===== src/rtl/controle_batalha.sv =====
// Round sequencer for the two-player code battle: A commits a 3-bit code and B must
// answer with its bitwise complement. The block keeps the scores, counts rounds and names the winner.
module controle_batalha #(
  parameter int MAX_TENTATIVAS = 3,
  parameter int RODADAS        = 5,
  parameter int TIMEOUT        = 255,
  parameter int W_PLACAR       = 4,
  localparam int W_TENT = ($clog2(MAX_TENTATIVAS + 1) < 2) ? 2 : $clog2(MAX_TENTATIVAS + 1),
  localparam int W_ROD  = $clog2(RODADAS + 1)
) (
  input  logic                clk,
  input  logic                rst_n,
  input  logic [2:0]          ja,
  input  logic                ja_conf,
  input  logic [2:0]          jb,
  input  logic                jb_conf,
  input  logic                novo_jogo,
  output logic [1:0]          estado,
  output logic                acerto,
  output logic                erro,
  output logic                invalido,
  output logic                estouro,
  output logic [W_TENT-1:0]   tentativas,
  output logic [W_ROD-1:0]    rodada,
  output logic [W_PLACAR-1:0] placar_a,
  output logic [W_PLACAR-1:0] placar_b,
  output logic                fim,
  output logic [1:0]          vencedor
);

  localparam int W_TIMER = (TIMEOUT > 1) ? $clog2(TIMEOUT) : 1;
  localparam logic [W_TIMER-1:0] TIMER_LAST = W_TIMER'((TIMEOUT > 0) ? TIMEOUT - 1 : 0);
  localparam logic [W_TENT-1:0]  TENT_MAX   = W_TENT'(MAX_TENTATIVAS);
  localparam logic [W_ROD-1:0]   ROD_LAST   = W_ROD'(RODADAS);

  typedef enum logic [1:0] {
    ESPERA_A  = 2'd0,
    ESPERA_B  = 2'd1,
    RESULTADO = 2'd2,
    FIM       = 2'd3
  } estado_t;

  estado_t             r_estado;
  logic [2:0]          r_segredo;
  logic [W_TENT-1:0]   r_tent;
  logic [W_ROD-1:0]    r_rodada;
  logic [W_PLACAR-1:0] r_placar_a;
  logic [W_PLACAR-1:0] r_placar_b;
  logic [W_TIMER-1:0]  r_timer;
  logic                r_acerto;
  logic                r_erro;
  logic                r_invalido;
  logic                r_estouro;
  logic                r_fim;
  logic [1:0]          r_vencedor;
  logic                r_ja_conf_q;
  logic                r_jb_conf_q;

  estado_t             w_estado;
  logic [2:0]          w_segredo;
  logic [W_TENT-1:0]   w_tent;
  logic [W_ROD-1:0]    w_rodada;
  logic [W_ROD-1:0]    w_rodada_inc;
  logic [W_PLACAR-1:0] w_placar_a;
  logic [W_PLACAR-1:0] w_placar_b;
  logic [W_TIMER-1:0]  w_timer;
  logic                w_acerto;
  logic                w_erro;
  logic                w_invalido;
  logic                w_estouro;
  logic                w_fim;
  logic [1:0]          w_vencedor;
  logic                w_edge_a;
  logic                w_edge_b;
  logic                w_ja_valido;
  logic                w_jb_valido;

  function automatic logic [W_PLACAR-1:0] sat_inc(input logic [W_PLACAR-1:0] v);
    return (v == {W_PLACAR{1'b1}}) ? v : v + W_PLACAR'(1);
  endfunction

  assign w_edge_a     = ja_conf & ~r_ja_conf_q;
  assign w_edge_b     = jb_conf & ~r_jb_conf_q;
  assign w_ja_valido  = (ja != 3'b000) && (ja != 3'b111);
  assign w_jb_valido  = (jb != 3'b000) && (jb != 3'b111);
  assign w_rodada_inc = r_rodada + W_ROD'(1);

  always_ff @(posedge clk or negedge rst_n) begin
    if (!rst_n) begin
      r_ja_conf_q <= 1'b0;
      r_jb_conf_q <= 1'b0;
    end else begin
      r_ja_conf_q <= ja_conf;
      r_jb_conf_q <= jb_conf;
    end
  end

  always_ff @(posedge clk or negedge rst_n) begin
    if (!rst_n) begin
      r_estado   <= ESPERA_A;
      r_segredo  <= 3'b000;
      r_tent     <= TENT_MAX;
      r_rodada   <= '0;
      r_placar_a <= '0;
      r_placar_b <= '0;
      r_timer    <= '0;
      r_acerto   <= 1'b0;
      r_erro     <= 1'b0;
      r_invalido <= 1'b0;
      r_estouro  <= 1'b0;
      r_fim      <= 1'b0;
      r_vencedor <= 2'b00;
    end else begin
      r_estado   <= w_estado;
      r_segredo  <= w_segredo;
      r_tent     <= w_tent;
      r_rodada   <= w_rodada;
      r_placar_a <= w_placar_a;
      r_placar_b <= w_placar_b;
      r_timer    <= w_timer;
      r_acerto   <= w_acerto;
      r_erro     <= w_erro;
      r_invalido <= w_invalido;
      r_estouro  <= w_estouro;
      r_fim      <= w_fim;
      r_vencedor <= w_vencedor;
    end
  end

  // A restart request overrides everything, including a confirm edge in the same cycle.
  always_comb begin
    w_estado   = r_estado;
    w_segredo  = r_segredo;
    w_tent     = r_tent;
    w_rodada   = r_rodada;
    w_placar_a = r_placar_a;
    w_placar_b = r_placar_b;
    w_timer    = r_timer;
    w_acerto   = 1'b0;
    w_erro     = 1'b0;
    w_invalido = 1'b0;
    w_estouro  = 1'b0;

    if (novo_jogo) begin
      w_estado   = ESPERA_A;
      w_tent     = TENT_MAX;
      w_rodada   = '0;
      w_placar_a = '0;
      w_placar_b = '0;
      w_timer    = '0;
    end else begin
      case (r_estado)
        ESPERA_A: begin
          if (w_edge_a) begin
            if (!w_ja_valido) begin
              w_invalido = 1'b1;
            end else begin
              w_segredo = ja;
              w_estado  = ESPERA_B;
              w_tent    = TENT_MAX;
              w_timer   = '0;
            end
          end
        end

        ESPERA_B: begin
          if (w_edge_b) begin
            if (!w_jb_valido) begin
              w_invalido = 1'b1;
              w_timer    = '0;
            end else if (jb == ~r_segredo) begin
              w_acerto   = 1'b1;
              w_placar_b = sat_inc(r_placar_b);
              w_estado   = RESULTADO;
            end else begin
              w_erro  = 1'b1;
              w_tent  = r_tent - W_TENT'(1);
              w_timer = '0;
              if (r_tent == W_TENT'(1)) begin
                w_placar_a = sat_inc(r_placar_a);
                w_estado   = RESULTADO;
              end
            end
          end else if ((TIMEOUT > 0) && (r_timer == TIMER_LAST)) begin
            w_estouro  = 1'b1;
            w_placar_a = sat_inc(r_placar_a);
            w_estado   = RESULTADO;
          end else begin
            w_timer = r_timer + W_TIMER'(1);
          end
        end

        RESULTADO: begin
          w_rodada = w_rodada_inc;
          w_estado = (w_rodada_inc == ROD_LAST) ? FIM : ESPERA_A;
        end

        default: begin
        end
      endcase
    end

    w_fim      = (w_estado == FIM);
    w_vencedor = 2'b00;
    if (w_estado == FIM) begin
      if (w_placar_a > w_placar_b)      w_vencedor = 2'b01;
      else if (w_placar_b > w_placar_a) w_vencedor = 2'b10;
      else                              w_vencedor = 2'b11;
    end
  end

  assign estado     = r_estado;
  assign acerto     = r_acerto;
  assign erro       = r_erro;
  assign invalido   = r_invalido;
  assign estouro    = r_estouro;
  assign tentativas = r_tent;
  assign rodada     = r_rodada;
  assign placar_a   = r_placar_a;
  assign placar_b   = r_placar_b;
  assign fim        = r_fim;
  assign vencedor   = r_vencedor;

endmodule

===== config.mk =====
export PLATFORM = sky130hd
export DESIGN_NAME = controle_batalha
export DESIGN_NICKNAME = d
export VERILOG_FILES = /design/src/rtl/controle_batalha.sv
export SDC_FILE = /design/constraint.sdc
export NUM_CORES = 1
export LEC_CHECK = 0
export BUFFER_PORTS_ARGS = -buffer_cell sky130_fd_sc_hd__buf_2
export CELL_PAD_IN_SITES_DETAIL_PLACEMENT = 0
export CELL_PAD_IN_SITES_GLOBAL_PLACEMENT = 2
export CORE_MARGIN = 4
export CORE_UTILIZATION = 39
export CTS_BUF_LIST = sky130_fd_sc_hd__clkbuf_2 sky130_fd_sc_hd__clkbuf_4 sky130_fd_sc_hd__clkbuf_8
export DETAILED_ROUTE_END_ITERATION = 7
export PLACE_DENSITY_LB_ADDON = 0.1
export SYNTH_ARGS = -nofsm -noshare
export SYNTH_HDL_FRONTEND = slang
export SYNTH_SLANG_ARGS = --single-unit

===== constraint.sdc =====
create_clock -name clk -period 5.6 [get_ports clk]
set_input_delay 0.56 -clock clk [delete_from_list [all_inputs] [get_ports clk]]
set_output_delay 0.56 -clock clk [all_outputs]
set_load 0.02 [all_outputs]

==> results of run 1 <==
## layer usage
metal  vias up  track usage  share of wire  wire length, µm
met3         9       0.0314          0.032              157
li1        835            -              -                -
met4         0       0.0709          0.016               80
met2        29        0.281           0.49             2400
met5         -            0              0                0
met1       850        0.207           0.46             2270
## power groups by stage
stage	registers, mW	clock network (mW)	logic (mW)
after floorplan	0.271	0	0.0386
after global placement	0.271	0	0.0566
after detailed placement	0.272	0	0.0579
after CTS	0.267	0.211	0.0580
after global routing	0.268	0.223	0.0653
final	0.267	0.205	0.0577
## worst max-delay path by stage
stage	start	to	cells past startpoint
after floorplan	jb_conf	vencedor[1]	12
after global placement	jb_conf	vencedor[1]	12
after detailed placement	jb_conf	vencedor[1]	12
after CTS	r_jb_conf_q	vencedor[1]	11
after global routing	jb_conf	vencedor[1]	12
final	jb_conf	vencedor[1]	12
## sequential cells by signal, indices dropped and copies added, names as in the netlist
name and flops:
placar_a 4, erro 1, estado 2, acerto 1, estouro 1, vencedor 2, r_jb_conf_q 1, fim 1
r_segredo 3, r_timer 8, rodada 3, invalido 1, tentativas 2, r_ja_conf_q 1, placar_b 4
## cell families after synthesis
family                     after synthesis
muxes                                    3
xor gates and xnor gates                 7
AOI/OAI and AO/OA                       49
and+or+nand+nor                         88
buffers and inverters                   14
DFF                                     35
adders and majority gates               11
## cells in the mapped netlist (2+ instances only)
master | count | area, µm²
nor2b_1 | 2 | 12.5
nor3b_1 | 3 | 22.5
nor3_1 | 15 | 75.1
dfstp_2 | 2 | 52.6
o21ai_0 | 4 | 20.0
nand4_1 | 3 | 18.8
nand3_1 | 10 | 50.1
nand2_1 | 9 | 33.8
inv_1 | 8 | 30.0
buf_2 | 2 | 10.0
clkbuf_1 | 2 | 7.51
and2b_1 | 2 | 15.0
a21o_1 | 9 | 67.6
xor2_1 | 6 | 52.6
and3_1 | 7 | 43.8
o2bb2ai_1 | 2 | 17.5
o211a_1 | 2 | 20.0
mux2_2 | 3 | 33.8
and4b_1 | 2 | 20.0
or3_1 | 3 | 18.8
a31oi_1 | 3 | 18.8
dfrtp_1 | 33 | 826
ha_1 | 11 | 138
a21oi_1 | 9 | 45.0
or2_2 | 2 | 12.5
a311oi_1 | 2 | 17.5
o22ai_1 | 5 | 31.3
nor2_1 | 16 | 60.1
o211ai_1 | 3 | 22.5
nor4_1 | 3 | 18.8
## area by class of cell
type                       instances  share of cell area
tap                               70              0.0373
timing repair buffer              32              0.0682
multi-input combinational        158               0.463
sequential                        35               0.374
inverter                           8              0.0128
clock buffer                       8              0.0442
## critical path, stage by stage
cell and delay (ps):
buf_2 90, or2b_2 320, or3_1 440, nor3_1 480, nand3_1 140, a21oi_1 210, ha_1 280, nor2b_1 140
o21ai_0 130, nand2b_1 70, a21o_1 180, and2_1 150
==> results_dict.tcl, run 1 <==
set metrics [dict create \
    start_util 0.402 \
    synthSimpleGateAreaFrac 0.244 \
    setup_tns_ps 0 \
    comb_power_share 0.109 \
    fin_nets 262 \
    ctsResizeCount 0 \
    clkPwrFrac 0.387 \
    syn_inst 207 \
    place.gp.congestion 0.805 \
    finalCritPeriodShare 0.542 \
    die-area_um2 6450 \
    grt_pass1_wl_um 8260 \
    pin_count 33 \
    synth-xor-area-share 0.0301 \
    avgRoutedWirePerCell_um 15.8 \
    yosys-mux-area-fraction 0.0166 \
    r2r_cells 11 \
    tightest_slew_ps 769 \
    clock_path_buffers 2 \
    worstSkewPairLatency_ps 290 \
    area_growth_pct 15.2 \
    avgSynthCellArea_um2 9.85 \
    synth_edf_count 0 \
    regArea_um2 878 \
    cts_sinks 35 \
    sequentialPowerShare 0.504 \
    antenna_found_initial 0 \
    finalHoldViolCount 0 \
    ys_types 54 \
    synth_top_family_by_area "simple AND/OR/NAND/NOR gates" \
    die_width_um 80.3 \
    drc 0 \
    synth_fa_ha_area_frac 0.0675 \
    drv_slew 0 \
    antenna_cells 0 \
    ys_async_sr_fraction 1.00 \
    crit_type "input pin to flip-flop" \
    max-slew-margin-rel 0.487 \
    critPathRequiredTime_ps 5780 \
    synth-seq-cells 35 \
    cts_hold_buf 0 \
    ys_seq_area_frac 0.431 \
    place_area_um2 2240 \
    drtIter0Drc 53 \
    synth_compound_area_frac 0.176 \
    worstReg2RegStart "r_jb_conf_q" \
    fin_util 0.463 \
    clock.fmax_mhz 330 \
    layout_setup_ws_ps 2570 \
    power.density_nw_per_um2 226 \
    finalNonFillerCells 311 \
    vias 1723 \
    min_path_type "input pin to async pin" \
    switching_power_mw 0.133 \
    cts_setup_buffers 0 \
    endpoint_kind "flip-flop" \
    cap_violations 0 \
    finalSetupViolCount 0 \
    p_leak_nw 1.18 \
    grt-ovfl-total 0 \
    status "finished clean" \
    grt_pass1_vias 1773 \
    start_kind "input pin" \
    final_common_cell "dfrtp_1" \
    first_pass_iters 4 \
    routed_wl_um 4910 \
    cts_tree "yes" \
    reg2reg_to "vencedor[1]" \
    cp_max_fo 6 \
    yosys_warnings 0 \
    synth_area_um2 2040 \
    globalRouteTotalUtil 0.167 \
    fin_skew_ps 4.65 \
    fill_cells 499 \
    io_buffers 32 \
    whs_ps 346 \
    drtAntennaViolNets 0 \
    layout-drive-gt1-share 0.237 \
    p_sw_frac 0.251 \
    post-dp-hpwl_um 3750 \
    post-place-ws_ps 2260 \
    cts_root_buf "clkbuf_8" \
    syn_nets 229 \
    layout_common_cells "dfrtp_1 (33), buf_2 (32), nor2_1 (16)" \
    rsz0062_at_grt "false" \
    fin_crit_ps 3030 \
    die_height_um 80.3 \
    dp_cells 303 \
    grt_max_degree 36 \
    cts.clk_slew.worst_paths_ps 70 \
    core_area_um2 5070 \
    multi_input_area_um2 1090 \
    crit_arrival_ps 3210 \
    numCtsBuffers 5 \
    row_count 26 \
    synth_ff_type "dfrtp_1" \
    finalPower_mw 0.530 \
    p_int_mw 0.397 \
    htree_levels 2 \
    ir_worst_vdd_mv 0.139 \
    fin_area_um2 2350 \
    vias_per_cell 5.54 \
    r2r_setup_slack_ps 2570 \
]
No activity file was read; power rests on OpenSTA's default activity.
==> inputs of run 2 (changes only) <==
--- a/config.mk
+++ b/config.mk
@@ -5,11 +5,12 @@
 export SDC_FILE = /design/constraint.sdc
 export NUM_CORES = 1
 export LEC_CHECK = 0
+export ABC_AREA = 1
 export BUFFER_PORTS_ARGS = -buffer_cell sky130_fd_sc_hd__buf_2
 export CELL_PAD_IN_SITES_DETAIL_PLACEMENT = 0
 export CELL_PAD_IN_SITES_GLOBAL_PLACEMENT = 2
 export CORE_MARGIN = 4
-export CORE_UTILIZATION = 39
+export CORE_UTILIZATION = 31
 export CTS_BUF_LIST = sky130_fd_sc_hd__clkbuf_2 sky130_fd_sc_hd__clkbuf_4 sky130_fd_sc_hd__clkbuf_8
 export DETAILED_ROUTE_END_ITERATION = 7
 export PLACE_DENSITY_LB_ADDON = 0.1
==> constraint.sdc (replaced) <==
create_clock -name clk -period 2.64 [get_ports clk]
set_input_delay 0.264 -clock clk [delete_from_list [all_inputs] [get_ports clk]]
set_output_delay 0.264 -clock clk [all_outputs]
set_load 0.02 [all_outputs]
==> run 2 against run 1 <==
  * First-iteration DRC count down 28%
  * Non-clock buffer count up 3
  * Core utilization down 8.2 points
==> results_dict.tcl, run 2 <==
set metrics [dict create \
    globalRouteTotalUtil 0.134 \
    dp_cells 408 \
    die_height_um 92.0 \
    syn_nets 302 \
    netlist_top_cells_area "dfrtp_1 (38%), nand2_1 (12%), inv_1 (6.7%)" \
    cts_sinks 35 \
    synth_area_um2 2190 \
    fin_crit_ps 2340 \
    clock_path_buffers 2 \
    grt_pass1_wl_um 8870 \
    fin_skew_ps 9.22 \
    multi_input_area_um2 1120 \
    min_path_type "input pin to async pin" \
    antenna_cells 0 \
    finalSetupViolCount 0 \
    largest_register_ff_count 8 \
    vias_per_cell 4.39 \
    row_count 30 \
    cts_root_buf "clkbuf_8" \
    antenna_found_initial 0 \
    die-area_um2 8470 \
    cts_tree "yes" \
    htree_levels 2 \
    layout_setup_ws_ps 297 \
    synth_edf_count 0 \
    yosys.area.top_type_share 0.377 \
    max-slew-margin-rel 0.461 \
    synth_top_cell_by_area "dfrtp_1" \
    cts_hold_buf 0 \
    whs_ps 61.3 \
    vias 1831 \
    critPathRequiredTime_ps 2820 \
    start_util 0.320 \
    post-place-ws_ps 192 \
    finalNonFillerCells 417 \
    fin_nets 342 \
    routed_wl_um 5080 \
    r2r_setup_slack_ps 300 \
    drtIter0Drc 38 \
    core_area_um2 6830 \
    tightest_slew_ps 808 \
    crit_type "flip-flop to flip-flop" \
    final_common_cell "nand2_1" \
    first_pass_iters 5 \
    ir_worst_vdd_mv 0.168 \
    regArea_um2 878 \
    drtAntennaViolNets 0 \
    finalHoldViolCount 0 \
    fin_area_um2 2600 \
    syn_inst 280 \
    endpoint_kind "flip-flop" \
    fill_cells 732 \
    grt_pass1_vias 1787 \
    synth_ff_type "dfrtp_1" \
    layout-drive-gt1-share 0.218 \
    post-dp-hpwl_um 3850 \
    cts.clk_slew.worst_paths_ps 80 \
    ys_seq_area_frac 0.401 \
    place_area_um2 2470 \
    area_growth_pct 18.9 \
    synthTopCellsByCount "nand2_1 (71), inv_1 (39), dfrtp_1 (33), nor2_1 (27), nand3_1 (24)" \
    crit_arrival_ps 2520 \
    numCtsBuffers 5 \
    cap_violations 0 \
    avgSynthCellArea_um2 7.82 \
    finalCritPeriodShare 0.888 \
    p_leak_nw 1.43 \
    top_register "r_timer" \
    ys_async_sr_fraction 1.00 \
    status "finished clean" \
    worstSkewPairLatency_ps 290 \
    grt-ovfl-total 0 \
    fin_util 0.381 \
    yosysMostFrequentCell "nand2_1" \
    power.density_nw_per_um2 519 \
    avgRoutedWirePerCell_um 12.2 \
    layout_common_cells "nand2_1 (71), inv_1 (39), dfrtp_1 (33)" \
    synth-seq-cells 35 \
    drc 0 \
    drv_slew 0 \
    place.gp.congestion 0.731 \
    ys_types 32 \
    die_width_um 92.0 \
    pin_count 33 \
    cp_max_fo 7 \
    io_buffers 32 \
    grt_max_degree 36 \
    clock.fmax_mhz 427 \
    start_kind "flip-flop" \
    yosys_warnings 0 \
]
-- run 2: cell count changes after synthesis, moves of 4 or more --
cell and change:
inv_1 +31, o21ai_0 +13, nand2_1 +62, nor3_1 -10
nor2_1 +11, o21ai_1 +4, nand2_2 +5, and3_1 -7
o22ai_1 -5, nand3_1 +14, nor2_8 +4, a21o_1 -8
-- run 2: cell type report --
| type | count | share of cell area |
|---|---|---|
| clock buffers | 6 | 0.0317 |
| clock inverters | 2 | 0.0135 |
| inverters | 44 | 0.0683 |
| multi-input cells | 199 | 0.432 |
| flip-flops and latches | 35 | 0.338 |
| well taps | 96 | 0.0462 |
| repair buffers | 35 | 0.0702 |
-- run 2: worst paths after layout --
check,to,cells after the start,start
worst max-delay path,vencedor[0],16,r_timer[0]
worst min-delay path,r_timer[0],1,rst_n
worst max register to register,vencedor[0],16,r_timer[0]
worst min register to register,tentativas[1],2,tentativas[1]
max in group asynchronous,vencedor[0],1,rst_n
min in group clk,r_jb_conf_q,1,jb_conf
-- run 2: what timing repair did --
item | in CTS | in global routing
gates resized for setup | 0 | 2
setup buffers | 0 | 1
setup endpoints to repair | 0 | 1
-- run 2: where the power goes --
part	switching [mW]	total [mW]	internal (mW)
clock	0.207	0.513	0.306
combinational	0.160	0.240	0.0799
sequential	0.0268	0.597	0.571
total	0.393	1.35	0.956
-- run 2: stage by stage --
step	setup TNS, ps	power, mW
2_1_floorplan	0	0.770
3_3_place_gp	0	0.852
3_5_place_dp	0	0.851
4_1_cts	0	1.37
5_1_grt	-0.933	1.44
6_report	0	1.35
-- run 2: logic make-up (layout without fill, tap and decap cells) --
logic type      after synthesis  in the layout  synth area share
compound gates               35             35            0.0846
xor+xnor                      4              4            0.0160
fa+ha+maj                    11             11            0.0629
buf+inv                      46             87            0.0881
flops                        35             35             0.401
simple gates                149            149             0.347
-- run 2: metal layers --
layer  track usage  up-vias  part of all wire
met1         0.183      833              0.51
li1              -      966                 -
met3        0.0361        4             0.046
met2         0.203       28              0.44
met4        0.0483        0             0.013
met5             0        -                 0
-- run 2: critical path, cell delays in order (launching register included) --
cell and delay (ps):
dfrtp_1 410, inv_1 90, ha_1 150, nand3_1 90
nor2_2 230, nand2_8 90, nand2_2 150, nand3_1 100
nand2_1 80, nand2_1 60, ha_1 270, inv_1 40
nor2_1 80, nor2_1 40, o21a_1 170, a21oi_1 120
nor2_1 60
